## src/rtl/serializer_tx_pkg.sv

```systemverilog
// Shared serial-link definitions for the transmitter and its deserializer.
// Default word geometry and the transmitter FSM encoding.
package serial_pkg;

    localparam int DEFAULT_DATA_WIDTH = 8;
    localparam bit DEFAULT_MSB_FIRST  = 1'b1;

    typedef enum logic [1:0] {
        IDLE  = 2'd0,
        SHIFT = 2'd1,
        DONE  = 2'd2
    } state_t;

endpackage

```

## src/rtl/serializer_tx_if.sv

```systemverilog
// Word-in / bit-out bundle of the serial transmitter.
// master = queue and downstream receiver side, slave = transmitter.
interface serializer_tx_if #(
    parameter int DATA_WIDTH = 8
);

    logic [DATA_WIDTH-1:0] data_in;
    logic                  data_valid_in;
    logic                  ack_out;
    logic                  status_in;
    logic                  data_out;
    logic                  write_out;
    logic                  busy_out;
    logic                  sent_out;

    modport master (
        output data_in,
        output data_valid_in,
        output status_in,
        input  ack_out,
        input  data_out,
        input  write_out,
        input  busy_out,
        input  sent_out
    );

    modport slave (
        input  data_in,
        input  data_valid_in,
        input  status_in,
        output ack_out,
        output data_out,
        output write_out,
        output busy_out,
        output sent_out
    );

endinterface

```

## src/rtl/serializer_tx.sv

```systemverilog
// Parallel-to-serial transmitter: one word in via valid/ack,
// one bit out per cycle the receiver reports ready.
module serializer_tx
    import serial_pkg::*;
#(
    parameter int DATA_WIDTH = DEFAULT_DATA_WIDTH,
    parameter bit MSB_FIRST  = DEFAULT_MSB_FIRST
) (
    input logic             clock_100KHZ,
    input logic             reset,
    serializer_tx_if.slave  bus
);

    localparam int CW = $clog2(DATA_WIDTH) + 1;
    localparam logic [CW-1:0] LAST = CW'(DATA_WIDTH - 1);

    state_t                state;
    logic [DATA_WIDTH-1:0] shreg;
    logic [DATA_WIDTH-1:0] shreg_next;
    logic [CW-1:0]         bit_cnt;
    logic                  head;

    // Head is the bit leaving next; the register moves toward it.
    always_comb begin
        head       = 1'b0;
        shreg_next = '0;
        if (MSB_FIRST) begin
            head       = shreg[DATA_WIDTH-1];
            shreg_next = {shreg[DATA_WIDTH-2:0], 1'b0};
        end else begin
            head       = shreg[0];
            shreg_next = {1'b0, shreg[DATA_WIDTH-1:1]};
        end
    end

    assign bus.busy_out = (state != IDLE);

    always_ff @(posedge clock_100KHZ or posedge reset) begin
        if (reset) begin
            state         <= IDLE;
            shreg         <= '0;
            bit_cnt       <= '0;
            bus.ack_out   <= 1'b0;
            bus.data_out  <= 1'b0;
            bus.write_out <= 1'b0;
            bus.sent_out  <= 1'b0;
        end else begin
            bus.ack_out  <= 1'b0;
            bus.sent_out <= 1'b0;
            unique case (state)
                IDLE: begin
                    bus.write_out <= 1'b0;
                    if (bus.data_valid_in && bus.status_in) begin
                        shreg       <= bus.data_in;
                        bit_cnt     <= '0;
                        bus.ack_out <= 1'b1;
                        state       <= SHIFT;
                    end
                end
                SHIFT: begin
                    if (bus.status_in) begin
                        bus.data_out  <= head;
                        bus.write_out <= 1'b1;
                        shreg         <= shreg_next;
                        bit_cnt       <= bit_cnt + 1'b1;
                        if (bit_cnt == LAST) begin
                            state <= DONE;
                        end
                    end else begin
                        bus.write_out <= 1'b0;
                    end
                end
                DONE: begin
                    bus.write_out <= 1'b0;
                    bus.sent_out  <= 1'b1;
                    state         <= IDLE;
                end
                default: begin
                    bus.write_out <= 1'b0;
                    state         <= IDLE;
                end
            endcase
        end
    end

endmodule

```

## src/flat_wrapper.sv

```systemverilog
// flat-port wrapper written by rule: the top's interface ports become plain ports
module serializer_tx_flat import serial_pkg::*;
#(
    parameter int DATA_WIDTH = DEFAULT_DATA_WIDTH,
    parameter bit MSB_FIRST  = DEFAULT_MSB_FIRST
)
  (clock_100KHZ, reset, bus_data_in, bus_data_valid_in, bus_status_in, bus_ack_out, bus_data_out, bus_write_out, bus_busy_out, bus_sent_out);
  serializer_tx_if #(.DATA_WIDTH(DATA_WIDTH)) bus_i ();
  input logic clock_100KHZ;
  input logic reset;
  input wire logic [$bits(bus_i.data_in)-1:0] bus_data_in;
  input wire logic [$bits(bus_i.data_valid_in)-1:0] bus_data_valid_in;
  input wire logic [$bits(bus_i.status_in)-1:0] bus_status_in;
  output wire logic [$bits(bus_i.ack_out)-1:0] bus_ack_out;
  output wire logic [$bits(bus_i.data_out)-1:0] bus_data_out;
  output wire logic [$bits(bus_i.write_out)-1:0] bus_write_out;
  output wire logic [$bits(bus_i.busy_out)-1:0] bus_busy_out;
  output wire logic [$bits(bus_i.sent_out)-1:0] bus_sent_out;
  assign bus_i.data_in = bus_data_in;
  assign bus_i.data_valid_in = bus_data_valid_in;
  assign bus_i.status_in = bus_status_in;
  assign bus_ack_out = bus_i.ack_out;
  assign bus_data_out = bus_i.data_out;
  assign bus_write_out = bus_i.write_out;
  assign bus_busy_out = bus_i.busy_out;
  assign bus_sent_out = bus_i.sent_out;
  serializer_tx #(.DATA_WIDTH(DATA_WIDTH), .MSB_FIRST(MSB_FIRST)) u_core (.clock_100KHZ(clock_100KHZ), .reset(reset), .bus(bus_i));
endmodule
```

## config.mk

```make
export PLATFORM = sky130hd
export DESIGN_NAME = serializer_tx_flat
export DESIGN_NICKNAME = d
export VERILOG_FILES = /design/src/rtl/serializer_tx_pkg.sv /design/src/rtl/serializer_tx_if.sv /design/src/rtl/serializer_tx.sv /design/src/flat_wrapper.sv
export SDC_FILE = /design/constraint.sdc
export NUM_CORES = 1
export LEC_CHECK = 0
export ABC_CLOCK_PERIOD_IN_PS = 3220
export CAP_MARGIN = 20
export CORE_MARGIN = 4
export CORE_UTILIZATION = 42
export CTS_CLUSTER_DIAMETER = 120
export DETAILED_ROUTE_END_ITERATION = 7
export HOLD_SLACK_MARGIN = 0.02
export PLACE_DENSITY = 0.78
export SETUP_SLACK_MARGIN = 0.3
export SYNTH_ARGS = -nofsm -noshare
export SYNTH_HDL_FRONTEND = slang
export SYNTH_SLANG_ARGS = --single-unit
```

## constraint.sdc

```tcl
create_clock -name clock_100KHZ -period 3.22 [get_ports clock_100KHZ]
set_input_delay 0.966 -clock clock_100KHZ [delete_from_list [all_inputs] [get_ports clock_100KHZ]]
set_output_delay 0.966 -clock clock_100KHZ [all_outputs]
set_load 0.01 [all_outputs]
```

==> summary.md <==
With fillers left out, the area of the finished cells amounts to 974.7 sq um. For the net count of the mapped netlist, the log shows 82. The number of resized instances in the post-cts repair step is 0. The die area was 0.002606 sq mm. TritonCTS built the clock tree.

Fraction of registers with async set/reset: 1.000. The total number of placement rows is 15, and the largest net degree at the start of global routing is 19. Global routing finished with a remaining overflow of 0. The logs give 0.5584 for the final core utilization and 100 for the net count reported at finish. The vias per cell works out to 5.227. The max-cap violation count was 0.

In this run the worst path has a maximum fanout of 5. Buffers placed on the I/O ports in this run total 16. The overall routed net length is 1.461 mm, and the worst-margin pin slew is 0.6826 ns. Vertical die dimension: 51.05 microns. The fraction of the cycle the final worst path needs is 0.7627. 0 antenna diodes ended up in the layout.

Primary flip-flop cell chosen by synthesis mapping: dfrtp_1. Synthesis handed over a netlist of 69 instances. In this run, CTS created clock tree buffers numbering 3. The critical path launch point type is a register. Setup violations remaining at the end of the flow were counted as 0. Top achievable clock speed: 407.2 MHz. After legalization and detailed placement, the total HPWL measured 1.038 mm.

Type of the most critical hold path: reg2reg. The maximum buffer depth of the clock tree was 2; the post-synthesis sequential element count was 18. Simple-gate portion of the synthesized area: 0.1720.

The number of H-tree branching levels is 1, and the mean routed wirelength per cell is 13.28 microns. The worst max-slew margin expressed relative to the limit came out at 0.5445. The clock latency reported for the late side of the worst-skew pair is 0.29 ns, and the via count of the first global-routing pass is 550. Data arrives at the worst endpoint at 1.49 ns. Post-detailed-placement cell area: 952.2 sq um.

Ranked by instance count, the synthesized netlist is headed by 18 x dfrtp_1, 9 x o21ai_1, 8 x mux2i_1, 8 x nand3_1, 5 x nand2_1. The tools report the placer's final routability congestion estimate as 0.7157. The number of synthesized flops with an enable pin was 0; the hold-fix buffer count after cts was 0.

The flow ran to the end, and the final reports show no timing, DRC or antenna violations. STA classifies the critical path endpoint as a primary output. For the summed instance area of the synthesized netlist, the log shows 778.2 sq um. The fill cell instance count of the final layout came out at 161.

The tools report the final hold violation count as 0. The most frequent cell after synthesis was dfrtp_1. The proportion of netlist area held by the largest area contributor was 0.5788. The netlist uses 22 different library cells. The run gives 0.3027 mV as the peak supply drop. The main combinational cell family by area after synthesis is simple AND/OR/NAND/NOR gates.

Setup repair after global routing left no endpoint under its margin. The areal power density over the cells came out at 758.3 mW/mm^2. The initial core utilization is 0.4459. The cell type with the largest total area after synthesis was dfrtp_1. Number of clock sinks seen by CTS: 18. After the first detailed-routing iteration, the DRC count stood at 7. The xor/xnor share of the synthesized area was 0. The number of slew-limit violations in the final report is 0, and the DRC violation count after routing is 0. For the buffer count from post-CTS setup fixing, the log shows 0. Critical path start-end classification: reg2out. The routed design could run at a clock period as short as 2.456 ns.

The synthesis-to-finish area growth works out to 25.24%. The iteration count of the initial detailed-routing pass was 5; the total global routing track utilization was 0.1278. The initial antenna violation count was 0. The first global-routing pass estimated 2.435 mm of wire.

Between clock sinks in the finished design, the worst skew comes to 0.003474 ns. Adder-cell area share of the yosys netlist: 0.01608. In the final timing run, aggregate negative setup slack is 0 ns.

Yosys printed 0 warnings. The sequential cell area fraction in the yosys report was 0.5788; the area inside the core boundary was 0.001745 sq mm. The residual antenna-violating net count after detailed routing came out at 0. The tools report the number of top-level design ports as 17. By area the synthesized netlist is led by dfrtp_1 58%, mux2i_1 10%, o21ai_1 5.8%, nand3_1 5.1%, nand2_1 2.4%. The routed layout has 575 vias.

The overall die width was 51.05 microns. The share of layout cells above drive strength 1 came out at 0.08235. The cell sitting at the root of the clock tree is a clkbuf_4. The leakage component of the power is 0.0004376 uW.

Each instance of the synthesized netlist takes up on average 11.28 sq um. The mux cell area share after synthesis came out at 0.1029. The clock transition time at the flip-flop clock pins of the worst setup and hold paths works out to 0.10 ns. Data required time at the worst endpoint: 2.25 ns. The fraction of the mapped netlist area in compound gates was 0.09325.
-- worst paths after layout --
kind                                        startpoint                              end  slack (ns)  depth (start not counted)
hold reg to reg            u_core.shreg[7]$_DFFE_PP0P_  u_core.bus.data_out$_DFFE_PP0P_        0.48                          2
setup reg to reg           u_core.state[1]$_DFFE_PP0P_      u_core.shreg[0]$_DFFE_PP0P_        1.65                          4
setup / recovery           u_core.state[0]$_DFFE_PP0P_                     bus_busy_out        0.76                          2
min in group asynchronous                        reset  u_core.bus.data_out$_DFFE_PP0P_        1.07                          2
hold / removal             u_core.shreg[7]$_DFFE_PP0P_  u_core.bus.data_out$_DFFE_PP0P_        0.48                          2
max in group asynchronous                        reset      u_core.state[1]$_DFFE_PP0P_        1.71                          2
-- area by class of cell --
cell class | instances | area, sq um | share of cell area
repair buffers | 16 | 160.2 | 0.1643
clock buffers | 3 | 22.52 | 0.02311
flip-flops and latches | 18 | 450.4 | 0.4621
multi-input cells | 45 | 299.0 | 0.3068
inverters | 3 | 11.26 | 0.01155
well taps | 25 | 31.28 | 0.03209
-- per-stage QoR --
stage          total power (uW)  hold WS (ns)  setup WS [ns]  cells
6_report                  739.1        0.4793         0.7642    110
3_3_place_gp              626.7        0.4495         0.7362    107
3_5_place_dp              635.0        0.4593         0.6692    107
2_1_floorplan             551.2        0.4384          1.550     69
4_1_cts                   747.1        0.4838         0.7454    110
5_1_grt                   792.9        0.5089         0.6947    110
-- report_power, final --
part           switching (uW)  internal (uW)
combinational             138            134
sequential               49.6            307
clock                    67.9           43.6
-- sequential cells by signal, indices dropped and copies added (netlist names) --
name / flops
u_core.state: 2
u_core.bus.ack_out: 1
u_core.bus.sent_out: 1
u_core.bus.write_out: 1
u_core.shreg: 8
u_core.bus.data_out: 1
u_core.bit_cnt: 4
-- cell usage in the layout (no fill, tap or decap), types with 2 or more instances in the layout --
cell             count
nor2b_1              2
nand3_1              8
mux2i_1              8
clkdlybuf4s50_1     16
inv_2                2
dfrtp_1             18
nand2_1              5
clkbuf_4             3
o21ai_1              9
a22o_1               2
-- metal layers --
metal / vias up / part of all wire / GRT usage
li1: 274 / - / -
met1: 278 / 0.46 / 0.1599
met2: 20 / 0.46 / 0.1867
met3: 3 / 0.056 / 0.02624
met4: 0 / 0.023 / 0.1076
met5: - / 0 / 0
-- cells by family after synthesis --
group,count (synthesis)
simple gates,23
compound gates,13
mux,8
fa+ha+maj,1
buf+inv,6
flops,18
-- worst max-delay path: stages (launching register included) --
cell and delay [ns]:
dfrtp_1 0.42, or2_2 0.30, clkdlybuf4s50_1 0.48
Power figures use the tool's default switching activity.
